[src/rtl/ahb_uart_dbg_master_pkg.sv]
// Shared definitions for the UART-to-AHB-lite debug bridge: command and
// response bytes, AHB encodings and the state enums of the bridge FSMs.
package ahb_uart_dbg_master_pkg;

    // Frame command bytes and response bytes
    localparam logic [7:0] CMD_WR  = 8'h57;
    localparam logic [7:0] CMD_RD  = 8'h52;
    localparam logic [7:0] RSP_OK  = 8'h4B;
    localparam logic [7:0] RSP_ERR = 8'h45;

    // AHB-lite encodings used by a single-word master
    localparam logic [1:0] HTRANS_IDLE   = 2'b00;
    localparam logic [1:0] HTRANS_NONSEQ = 2'b10;
    localparam logic [2:0] HSIZE_WORD    = 3'b010;
    localparam logic [2:0] HBURST_SINGLE = 3'b000;
    localparam logic [3:0] HPROT_DATA    = 4'b0011;

    // Command FSM states
    typedef enum logic [2:0] {
        ST_IDLE,
        ST_CMD_ADDR,
        ST_WDATA,
        ST_BUS_A,
        ST_BUS_D,
        ST_RESP
    } cmd_state_e;

    // UART receiver states; RX_BREAK waits for the line to return high
    // after a framing error so the still-low stop bit is not taken as a
    // new start bit.
    typedef enum logic [2:0] {
        RX_IDLE,
        RX_START,
        RX_DATA,
        RX_STOP,
        RX_BREAK
    } rx_state_e;

endpackage

[src/rtl/uart_8n1.sv]
// 8N1 UART, LSB first: receiver with 2-flop synchronizer, mid-bit sampling
// and glitch/framing rejection, plus a transmitter that holds each bit for
// exactly CLKS_PER_BIT cycles.
module uart_8n1
    import ahb_uart_dbg_master_pkg::*;
#(
    parameter int CLKS_PER_BIT = 87
) (
    input  logic       HCLK,
    input  logic       HRESETn,
    input  logic       rxd,
    output logic       txd,
    output logic       rx_valid,
    output logic [7:0] rx_data,
    input  logic       tx_start,
    input  logic [7:0] tx_data,
    output logic       tx_idle
);

    localparam int                CNT_W     = $clog2(CLKS_PER_BIT + 1);
    localparam logic [CNT_W-1:0]  BIT_LAST  = CNT_W'(CLKS_PER_BIT - 1);
    localparam logic [CNT_W-1:0]  HALF_LAST = CNT_W'(CLKS_PER_BIT / 2 - 1);
    localparam logic [CNT_W-1:0]  CNT_ONE   = CNT_W'(1);

    logic             rxd_meta;
    logic             rxd_sync;
    rx_state_e        rx_state;
    logic [CNT_W-1:0] rx_cnt;
    logic [2:0]       rx_bit;
    logic [7:0]       rx_shift;

    logic             tx_active;
    logic [CNT_W-1:0] tx_cnt;
    logic [3:0]       tx_bit;
    logic [9:0]       tx_shift;

    assign tx_idle = !tx_active;

    // Bring the asynchronous rxd pin into the HCLK domain (idle level is 1)
    always_ff @(posedge HCLK or negedge HRESETn) begin
        if (!HRESETn) begin
            rxd_meta <= 1'b1;
            rxd_sync <= 1'b1;
        end else begin
            rxd_meta <= rxd;
            rxd_sync <= rxd_meta;
        end
    end

    // Receiver: confirm start at half a bit, then sample each bit centre
    always_ff @(posedge HCLK or negedge HRESETn) begin
        if (!HRESETn) begin
            rx_state <= RX_IDLE;
            rx_cnt   <= '0;
            rx_bit   <= '0;
            rx_shift <= '0;
            rx_valid <= 1'b0;
            rx_data  <= '0;
        end else begin
            rx_valid <= 1'b0;
            case (rx_state)
                RX_IDLE: begin
                    rx_cnt <= '0;
                    if (!rxd_sync) rx_state <= RX_START;
                end
                RX_START: begin
                    if (rx_cnt == HALF_LAST) begin
                        rx_cnt   <= '0;
                        rx_bit   <= '0;
                        rx_state <= rxd_sync ? RX_IDLE : RX_DATA;
                    end else begin
                        rx_cnt <= rx_cnt + CNT_ONE;
                    end
                end
                RX_DATA: begin
                    if (rx_cnt == BIT_LAST) begin
                        rx_cnt   <= '0;
                        rx_shift <= {rxd_sync, rx_shift[7:1]};
                        if (rx_bit == 3'd7) rx_state <= RX_STOP;
                        else                rx_bit   <= rx_bit + 3'd1;
                    end else begin
                        rx_cnt <= rx_cnt + CNT_ONE;
                    end
                end
                RX_STOP: begin
                    if (rx_cnt == BIT_LAST) begin
                        rx_cnt <= '0;
                        if (rxd_sync) begin
                            rx_valid <= 1'b1;
                            rx_data  <= rx_shift;
                            rx_state <= RX_IDLE;
                        end else begin
                            rx_state <= RX_BREAK;
                        end
                    end else begin
                        rx_cnt <= rx_cnt + CNT_ONE;
                    end
                end
                RX_BREAK: begin
                    if (rxd_sync) rx_state <= RX_IDLE;
                end
                default: rx_state <= RX_IDLE;
            endcase
        end
    end

    // Transmitter: shift out {stop, data, start}, one bit per CLKS_PER_BIT
    always_ff @(posedge HCLK or negedge HRESETn) begin
        if (!HRESETn) begin
            txd       <= 1'b1;
            tx_active <= 1'b0;
            tx_cnt    <= '0;
            tx_bit    <= '0;
            tx_shift  <= '1;
        end else if (!tx_active) begin
            if (tx_start) begin
                tx_shift  <= {1'b1, tx_data, 1'b0};
                txd       <= 1'b0;
                tx_cnt    <= '0;
                tx_bit    <= '0;
                tx_active <= 1'b1;
            end
        end else if (tx_cnt == BIT_LAST) begin
            tx_cnt <= '0;
            if (tx_bit == 4'd9) begin
                tx_active <= 1'b0;
                txd       <= 1'b1;
            end else begin
                tx_bit   <= tx_bit + 4'd1;
                tx_shift <= {1'b1, tx_shift[9:1]};
                txd      <= tx_shift[1];
            end
        end else begin
            tx_cnt <= tx_cnt + CNT_ONE;
        end
    end

endmodule

[src/rtl/ahb_uart_dbg_master.sv]
// UART-to-AHB-lite debug bridge. Parses read/write frames from the UART,
// performs one single-word AHB-lite transfer as bus master and returns the
// read data or a status byte on txd.
module ahb_uart_dbg_master
    import ahb_uart_dbg_master_pkg::*;
#(
    parameter int          CLKS_PER_BIT = 87,
    parameter int          TIMEOUT_CYC  = 20000,
    parameter logic [7:0]  ADDR_HI      = 8'h00
) (
    input  logic        HCLK,
    input  logic        HRESETn,
    input  logic        rxd,
    output logic        txd,
    output logic [31:0] HADDR,
    output logic [1:0]  HTRANS,
    output logic        HWRITE,
    output logic [2:0]  HSIZE,
    output logic [2:0]  HBURST,
    output logic [3:0]  HPROT,
    output logic [31:0] HWDATA,
    input  logic [31:0] HRDATA,
    input  logic        HREADY,
    input  logic [1:0]  HRESP,
    output logic        busy
);

    localparam int              TO_W    = $clog2(TIMEOUT_CYC);
    localparam logic [TO_W-1:0] TO_LAST = TO_W'(TIMEOUT_CYC - 1);
    localparam logic [TO_W-1:0] TO_ONE  = TO_W'(1);

    cmd_state_e      state;
    logic            is_write;
    logic [1:0]      byte_cnt;
    logic [1:0]      resp_cnt;
    logic [TO_W-1:0] to_cnt;
    logic [23:0]     addr_q;
    logic [31:0]     rdata_q;
    logic            err_q;
    logic            tx_sent;

    logic            rx_valid;
    logic [7:0]      rx_data;
    logic            tx_start;
    logic [7:0]      tx_data;
    logic            tx_idle;

    // Word aligned: the two low address bits received are discarded
    assign HADDR  = {ADDR_HI, addr_q[23:2], 2'b00};
    assign HSIZE  = HSIZE_WORD;
    assign HBURST = HBURST_SINGLE;
    assign HPROT  = HPROT_DATA;
    assign busy   = (state != ST_IDLE);

    logic unused_ok;
    assign unused_ok = &{1'b0, HRESP[1], addr_q[1:0]};

    uart_8n1 #(
        .CLKS_PER_BIT (CLKS_PER_BIT)
    ) u_uart (
        .HCLK     (HCLK),
        .HRESETn  (HRESETn),
        .rxd      (rxd),
        .txd      (txd),
        .rx_valid (rx_valid),
        .rx_data  (rx_data),
        .tx_start (tx_start),
        .tx_data  (tx_data),
        .tx_idle  (tx_idle)
    );

    // Command FSM: frame parsing, inter-byte timeout, AHB beat, response
    always_ff @(posedge HCLK or negedge HRESETn) begin
        if (!HRESETn) begin
            state    <= ST_IDLE;
            is_write <= 1'b0;
            byte_cnt <= '0;
            resp_cnt <= '0;
            to_cnt   <= '0;
            addr_q   <= '0;
            rdata_q  <= '0;
            err_q    <= 1'b0;
            tx_sent  <= 1'b0;
            tx_start <= 1'b0;
            tx_data  <= '0;
            HTRANS   <= HTRANS_IDLE;
            HWRITE   <= 1'b0;
            HWDATA   <= '0;
        end else begin
            tx_start <= 1'b0;
            case (state)
                ST_IDLE: begin
                    if (rx_valid && (rx_data == CMD_WR || rx_data == CMD_RD)) begin
                        is_write <= (rx_data == CMD_WR);
                        byte_cnt <= '0;
                        to_cnt   <= '0;
                        state    <= ST_CMD_ADDR;
                    end
                end
                ST_CMD_ADDR: begin
                    if (rx_valid) begin
                        addr_q <= {addr_q[15:0], rx_data};
                        to_cnt <= '0;
                        if (byte_cnt == 2'd2) begin
                            byte_cnt <= '0;
                            if (is_write) begin
                                state <= ST_WDATA;
                            end else begin
                                state  <= ST_BUS_A;
                                HTRANS <= HTRANS_NONSEQ;
                                HWRITE <= 1'b0;
                            end
                        end else begin
                            byte_cnt <= byte_cnt + 2'd1;
                        end
                    end else if (to_cnt == TO_LAST) begin
                        state <= ST_IDLE;
                    end else begin
                        to_cnt <= to_cnt + TO_ONE;
                    end
                end
                ST_WDATA: begin
                    if (rx_valid) begin
                        HWDATA <= {HWDATA[23:0], rx_data};
                        to_cnt <= '0;
                        if (byte_cnt == 2'd3) begin
                            state  <= ST_BUS_A;
                            HTRANS <= HTRANS_NONSEQ;
                            HWRITE <= 1'b1;
                        end else begin
                            byte_cnt <= byte_cnt + 2'd1;
                        end
                    end else if (to_cnt == TO_LAST) begin
                        state <= ST_IDLE;
                    end else begin
                        to_cnt <= to_cnt + TO_ONE;
                    end
                end
                ST_BUS_A: begin
                    if (HREADY) begin
                        HTRANS <= HTRANS_IDLE;
                        HWRITE <= 1'b0;
                        state  <= ST_BUS_D;
                    end
                end
                ST_BUS_D: begin
                    if (HREADY) begin
                        rdata_q  <= HRDATA;
                        err_q    <= HRESP[0];
                        resp_cnt <= '0;
                        tx_sent  <= 1'b0;
                        state    <= ST_RESP;
                    end
                end
                ST_RESP: begin
                    // tx_start is still high on the cycle the UART takes it,
                    // so tx_idle only means "byte done" once tx_start is low.
                    if (!tx_sent) begin
                        if (tx_idle) begin
                            tx_start <= 1'b1;
                            tx_sent  <= 1'b1;
                            tx_data  <= err_q    ? RSP_ERR :
                                        is_write ? RSP_OK  : rdata_q[31:24];
                        end
                    end else if (!tx_start && tx_idle) begin
                        tx_sent <= 1'b0;
                        if (err_q || is_write || resp_cnt == 2'd3) begin
                            state <= ST_IDLE;
                        end else begin
                            resp_cnt <= resp_cnt + 2'd1;
                            rdata_q  <= {rdata_q[23:0], 8'h00};
                        end
                    end
                end
                default: state <= ST_IDLE;
            endcase
        end
    end

endmodule
[config.mk]
export PLATFORM = sky130hd
export DESIGN_NAME = ahb_uart_dbg_master
export DESIGN_NICKNAME = d
export VERILOG_FILES = /design/src/rtl/ahb_uart_dbg_master_pkg.sv /design/src/rtl/uart_8n1.sv /design/src/rtl/ahb_uart_dbg_master.sv
export SDC_FILE = /design/constraint.sdc
export NUM_CORES = 1
export LEC_CHECK = 0
export ABC_AREA = 1
export CAP_MARGIN = 25
export CELL_PAD_IN_SITES_DETAIL_PLACEMENT = 1
export CELL_PAD_IN_SITES_GLOBAL_PLACEMENT = 1
export CORE_MARGIN = 5
export CORE_UTILIZATION = 30
export CTS_BUF_LIST = sky130_fd_sc_hd__clkbuf_16
export CTS_CLUSTER_DIAMETER = 150
export DETAILED_ROUTE_END_ITERATION = 6
export PLACE_DENSITY = 0.62
export SYNTH_ARGS = -nofsm -noshare
export SYNTH_HDL_FRONTEND = slang
export SYNTH_SLANG_ARGS = --single-unit
[constraint.sdc]
create_clock -name HCLK -period 2.1 [get_ports HCLK]
set_input_delay 0.21 -clock HCLK [delete_from_list [all_inputs] [get_ports HCLK]]
set_output_delay 0.21 -clock HCLK [all_outputs]
set_load 0.02 [all_outputs]
==> summary.txt, run 1 <==
Clock Path Buffers -> 2
FF+latch count, synth -> 177
Status -> finished, final reports clean
Slew HR -> 0.6645
Gr usage total -> 0.1341
Worst EP arrival -> 1.69 ns
CP startpoint kind -> register
Worst vdd ir -> 0.3638 mV
Avg Inst Size Synth -> 8.523 sq um
Fmax achieved -> 0.5267 GHz
IO buf count -> 94
Post-route insts no fill -> 1466
Endpoints failing setup -> 0
Top-area cell type share of the netlist area -> 0.4893
Share of layout cells above drive strength 1 -> 0.09191
Largest area contributor in the netlist -> dfrtp_1
Inserted Clock Buffers -> 17
Leak Pwr -> 4.676 nW
Combinational power share -> 0.083
Distinct cells, synth -> 39
CTS tree -> yes
Worst-Margin Slew -> 0.5019 ns
Synthesis Warnings -> 0
Root Driver -> clkbuf_16
Number of synthesized flops with an enable pin -> 0
Fin util -> 0.3709
Slew Viols, Final -> 0
DIE HEIGHT -> 178.2 um
H-tree levels -> 4
Final worst path period share -> 0.9042
Postcts setup bufs -> 0
Wirelength per Cell -> 13.77 um
Die W -> 178.2 um
WHS -> 0.1806 ns
Clk slew on worst S/H paths -> 0.08 ns
Required @ worst endpoint -> 1.89 ns
Dpl hpwl -> 14.35 mm
Int Power -> 5.251 mW
Core area -> 27860 sq um
Seq/Total Area, Yosys -> 0.5234
First-pass GRT wire length -> 34.66 mm
Ys async rst share -> 1.000
Pwr dens -> 698.9 nW/um^2
Via density -> 4.461
Crit-path cells -> inv_2 -> nand2_2 -> nor2_2 -> inv_1 -> dlygate4sd2_1
Diodes inserted -> 0
Clock Sinks -> 177
Largest net degree at the start of global routing -> 67
Smallest setup slack after layout -> 0.2012 ns
Slowest stage delay, CP -> 0.47 ns
Period minus WS final -> 1.899 ns
Area contributors post-synth -> dfrtp_1 (49%), nand2_1 (11%), o21ai_0 (7.0%)
Kind of critical path -> reg -> out
Count leader, synth -> nand2_1
Total gr overflow -> 0
First-pass DRT Iterations -> 4
Area delta synth->final -> 21.70%
Sequential share of power -> 0.489
Fin area -> 10330 sq um
Skew final -> 0.01950 ns
Cells after Synth -> 996
Crit path capture type -> output pin
DRC -> 0
Hold crit path type -> in -> reg
Final Hold Vio Count -> 0
Post-Route WL -> 20.18 mm
Initial antenna violation count -> 0
Final Power -> 7.221 mW
Worst slack, placed -> 0.2619 ns
RSZ-0062 raised after global routing -> no
Post-synth top cells -> nand2_1 (256), dfrtp_1 (166), o21ai_0 (119)
NumNets Final -> 1127
Synth Flop Type -> dfrtp_1
Via count -> 6540
Row count -> 61
Slowest CP cell -> dfrtp_2
Clk Latency, worst-skew pair -> 0.43 ns
Netlist Area Pre-Place -> 8489 sq um
Max-cap violations -> 0
Initial DRC count -> 345
Placed Cells -> 1433
Post-DP Area -> 9746 sq um
Placer Congestion -> 0.7823
Sum Neg Setup Slack -> 0 ns
Starting Density -> 0.3047
Clock power share -> 0.428
NetSw -> 1.970 mW
Vias in the first global route -> 6793
Critical-path maximum fanout -> 6
Antenna Violating Nets Remaining -> 0
I/O pin cnt -> 117
Sw Share -> 0.2728
DIE AREA -> 31760 sq um
layout make-up:
type | count | area, sq um
Inverter | 111 | 416.7
Multi-Input combinational cell | 651 | 3233
Clock inverter | 15 | 146.4
Fill cell | 3271 | 17530
Sequential cell | 177 | 4446
Tap cell | 378 | 473.0
Timing Repair Buffer | 117 | 1191
Clock buffer | 17 | 425.4
timing repair:
action / 4_1_cts / 5_1_grt
endpoints found under the hold margin: 39 / 0
hold buffers: 1 / 0
gates resized for setup: 4 / 0
setup endpoints to repair: 1 / 0
cells by family (layout without fill, tap and decap cells):
family,Yosys count,after routing,share of synthesized area
and+or+nand+nor,404,404,0.1972
muxes,17,17,0.02240
xor gates and xnor gates,9,9,0.009286
buffers and inverters,187,260,0.1054
other,2,21,0.0008846
adders and majority gates,14,14,0.02063
AOI/OAI and AO/OA,186,186,0.1209
DFF,177,177,0.5234
power groups by stage:
stage / Clock [mW] / Sequential, mW / Combinational, mW
6_report: 3.09 / 3.53 / 0.600
5_1_grt: 3.34 / 3.55 / 0.691
4_1_cts: 3.21 / 3.53 / 0.618
3_5_place_dp: 0 / 3.60 / 0.614
3_3_place_gp: 0 / 3.60 / 0.604
2_1_floorplan: 0 / 3.58 / 0.377
flip-flops by register name, summed over array words and instances (netlist names), 2 cells and up:
signal	count
HWDATA	32
addr_q	24
byte_cnt	2
rdata_q	32
resp_cnt	2
state	3
to_cnt	15
tx_data	8
u_uart.rx_bit	3
u_uart.rx_cnt	7
u_uart.rx_data	8
u_uart.rx_shift	8
u_uart.rx_state	3
u_uart.tx_bit	4
u_uart.tx_cnt	7
u_uart.tx_shift	8
worst max-delay path, delay by kind of cell, from the launching register on:
family,cells,cell delay (ns)
flip-flops,1,0.47
buffers and inverters,3,0.54
AND/OR/NAND/NOR,2,0.26
metal layers:
metal / global-route usage / part of all wire / up-vias
met3: 0.02459 / 0.022 / 14
li1: - / - / 3318
met1: 0.1788 / 0.48 / 3154
met5: 0 / 0 / -
met2: 0.2274 / 0.48 / 54
met4: 0.03134 / 0.011 / 0
cell usage in the layout, fill, tap and decap left out, types with 3 or more instances in the layout:
cell               n
dfstp_2           11
nor2_1            58
clkdlybuf4s50_1   92
o21ai_0          119
nand4_1           16
o211ai_1          20
o22ai_1            6
dfrtp_1          164
nor2_2             4
buf_12             6
buf_4             16
nor3_1             7
conb_1            21
o21ai_1           10
inv_6              5
mux2_2            16
or2_2              4
inv_1            109
nand3_1           52
clkbuf_16         17
a21oi_1           18
inv_8              3
inv_2              3
nand3b_1           4
o31ai_1            3
nand2_1          256
ha_1              14
xnor2_1            3
xor2_1             6
worst paths after layout:
kind / to / from / depth (start not counted) / slack (ns)
max: busy / state[1] / 5 / 0.20
min: u_uart.rxd_meta / rxd / 1 / 0.18
max reg2reg: u_uart.rx_data[0] / u_uart.rx_cnt[3] / 8 / 0.27
min reg2reg: u_uart.rxd_sync / u_uart.rxd_meta / 0 / 0.36
max in group asynchronous: u_uart.tx_shift[2] / HRESETn / 3 / 1.14
min in group asynchronous: HWDATA[17] / HRESETn / 2 / 0.30
Power figures use the tool's default switching activity.
==> inputs of run 2 (changes only) <==
--- a/config.mk
+++ b/config.mk
@@ -6,7 +6,6 @@
 export NUM_CORES = 1
 export LEC_CHECK = 0
 export ABC_AREA = 1
-export CAP_MARGIN = 25
 export CELL_PAD_IN_SITES_DETAIL_PLACEMENT = 1
 export CELL_PAD_IN_SITES_GLOBAL_PLACEMENT = 1
 export CORE_MARGIN = 5
==> constraint.sdc (replaced) <==
create_clock -name HCLK -period 2.35 [get_ports HCLK]
set_input_delay 0.235 -clock HCLK [delete_from_list [all_inputs] [get_ports HCLK]]
set_output_delay 0.235 -clock HCLK [all_outputs]
set_load 0.02 [all_outputs]
==> run 2 against run 1 <==
Compared with the run above: clock power is 8.7% lower; register-to-register slack gained 0.21 ns; non-clock buffer count decreased by 5; count of clock-buffer cells in the layout unchanged; highest routed layer unchanged; wire length down 0.46%; critical path depth unchanged; combinational power shrank 14%.
==> summary.txt, run 2 (synthesis results as in run 1) <==
Footprint of the multi-input gates -> 3231 sq um (was 3233 sq um)
First-pass GRT wire length -> 34.57 mm (was 34.66 mm)
Initial DRC count -> 335 (was 345)
Worst vdd ir -> 0.3380 mV (was 0.3638 mV)
NumNets Final -> 1122 (was 1127)
I/O pin cnt -> 117 (unchanged)
Sum Neg Setup Slack -> 0 ns (unchanged)
Period minus WS final -> 1.897 ns
Root Driver -> clkbuf_16 (unchanged)
Share of layout cells above drive strength 1 -> 0.08587 (was 0.09191)
Placed Cells -> 1428 (was 1433)
Clock Sinks -> 177 (unchanged)
Post-Route WL -> 20.09 mm (was 20.18 mm)
Final Hold Vio Count -> 0 (unchanged)
Vias in the first global route -> 6767 (was 6793)
DIE HEIGHT -> 178.2 um (unchanged)
Status -> finished, final reports clean (unchanged)
Crit path capture type -> output pin (unchanged)
Smallest setup slack after layout -> 0.4527 ns (was 0.2012 ns)
Starting Density -> 0.3047 (unchanged)
Pwr dens -> 633.3 nW/um^2 (was 698.9 nW/um^2)
Via count -> 6555 (was 6540)
Leak Pwr -> 4.657 nW (was 4.676 nW)
Row count -> 61 (unchanged)
Worst EP arrival -> 1.66 ns (was 1.69 ns)
Commonest cells after routing, fill and taps aside -> nand2_1 (256), dfrtp_1 (166), o21ai_0 (119) (was nand2_1 (256), dfrtp_1 (164), o21ai_0 (119))
Critical-path maximum fanout -> 6 (unchanged)
Clk Latency, worst-skew pair -> 0.43 ns (about the same)
Worst-Margin Slew -> 0.5251 ns (was 0.5019 ns)
Antenna Violating Nets Remaining -> 0 (unchanged)
RSZ-0062 raised after global routing -> no (unchanged)
First-pass DRT Iterations -> 4 (unchanged)
Wirelength per Cell -> 13.75 um (was 13.77 um)
Crit-path cells -> inv_2 -> nand2_2 -> nor2_1 -> inv_1 -> dlymetal6s2s_1 (was inv_2 -> nand2_2 -> nor2_2 -> inv_1 -> dlygate4sd2_1)
Skew final -> 0.01243 ns (was 0.01950 ns)
Register area -> 4443 sq um (was 4446 sq um)
Clk slew on worst S/H paths -> 0.08 ns (about the same)
Biggest regs -> HWDATA x32, rdata_q x32, addr_q x24 (unchanged)
Initial antenna violation count -> 0 (unchanged)
Endpoints failing setup -> 0 (unchanged)
R2r setup slk -> 0.48 ns (was 0.27 ns)
Max-cap violations -> 0 (unchanged)
Total gr overflow -> 0 (unchanged)
Final worst path period share -> 0.8074
Slowest CP cell -> dfrtp_1 (was dfrtp_2)
Worst slack, placed -> 0.4611 ns (was 0.2619 ns)
CP startpoint kind -> register (unchanged)
Slowest stage delay, CP -> 0.47 ns (about the same)
Fillers -> 3273 (was 3271)
Dpl hpwl -> 14.43 mm (was 14.35 mm)
Clock Path Buffers -> 2 (unchanged)
Fmax achieved -> 0.5271 GHz
Post-route insts no fill -> 1461 (was 1466)
Gr usage total -> 0.1335 (was 0.1341)
Commonest non-fill, non-tap cell in the layout -> nand2_1 (unchanged)
Slew HR -> 0.6500 (was 0.6645)
CTS tree -> yes (unchanged)
H-tree levels -> 4 (unchanged)
Required @ worst endpoint -> 2.12 ns (was 1.89 ns)
Placer Congestion -> 0.7851 (was 0.7823)
Diodes inserted -> 0 (unchanged)
Hold crit path type -> in -> reg (unchanged)
Largest net degree at the start of global routing -> 69 (was 67)
Inserted Clock Buffers -> 17 (unchanged)
Slew Viols, Final -> 0 (unchanged)
DIE AREA -> 31760 sq um (unchanged)
IO buf count -> 94 (unchanged)
DRC -> 0 (unchanged)
Core area -> 27860 sq um (unchanged)
Area delta synth->final -> 20.81% (was 21.70%)
Die W -> 178.2 um (unchanged)
Kind of critical path -> reg -> out (unchanged)
Via density -> 4.487 (was 4.461)
==> run 2: changes by cell type in the layout (fill, tap and decap cells not counted), sizes merged <==
cell,before,now
dlymetal6s2s,0,1
clkinvlp,2,1
buf,23,18
bufinv,0,1
dlygate4sd2,1,0
==> run 2: path summary, 6_finish.rpt <==
kind,start,to,cells after the start
worst min register to register,u_uart.rxd_meta,u_uart.rxd_sync,0
worst max-delay path,state[1],busy,5
max in group asynchronous,HRESETn,u_uart.tx_shift[8],3
min in group asynchronous,HRESETn,HWDATA[26],2
worst min-delay path,rxd,u_uart.rxd_meta,1
worst max register to register,state[1],to_cnt[12],8
==> run 2: layer usage <==
metal,track usage,vias to the layer above,part of all wire
met1,0.1817,3170,0.48
met4,0.03550,0,0.011
met2,0.2183,58,0.48
li1,-,3311,-
met5,0,-,0
met3,0.02671,16,0.024
==> run 2: repair_timing <==
item,in CTS,in global routing
hold buffers,1,0
setup buffers,0,0
hold endpoints to repair,45,0
gates resized for setup,0,1
setup endpoints to repair,0,1
==> run 2: worst max-delay path: cells and delay by family, from the launching register on <==
family,cells,cell delay [ns]
simple gates,2,0.29
flops,1,0.47
buf+inv,3,0.47
==> run 2: through the flow <==
step                      total power [mW]  hold WS [ns]  instance area (sq um)    util
final                                6.495        0.1974                  10260  0.3682
after global routing                 6.824        0.1848                  10260  0.3682
after CTS                            6.617        0.1755                  10250  0.3681
after detailed placement             3.747        0.2434                   9671  0.3471
after global placement               3.740        0.2385                   9671  0.3471
after floorplan                      3.532      -0.06059                   8561       -
==> run 2: power by group <==
group	total [mW]	internal (mW)	switching (mW)
logic	0.518	0.173	0.346
clock network	2.82	1.50	1.32
registers	3.16	3.10	0.0589
total	6.50	4.77	1.72
==> run 2: area by class of cell <==
class / instances / area share
clock inverter: 15 / 0.01440
multi-input combinational: 651 / 0.3150
tap: 378 / 0.04611
timing repair buffer: 112 / 0.1092
inverter: 111 / 0.04062
clock buffer: 17 / 0.04148
sequential: 177 / 0.4332
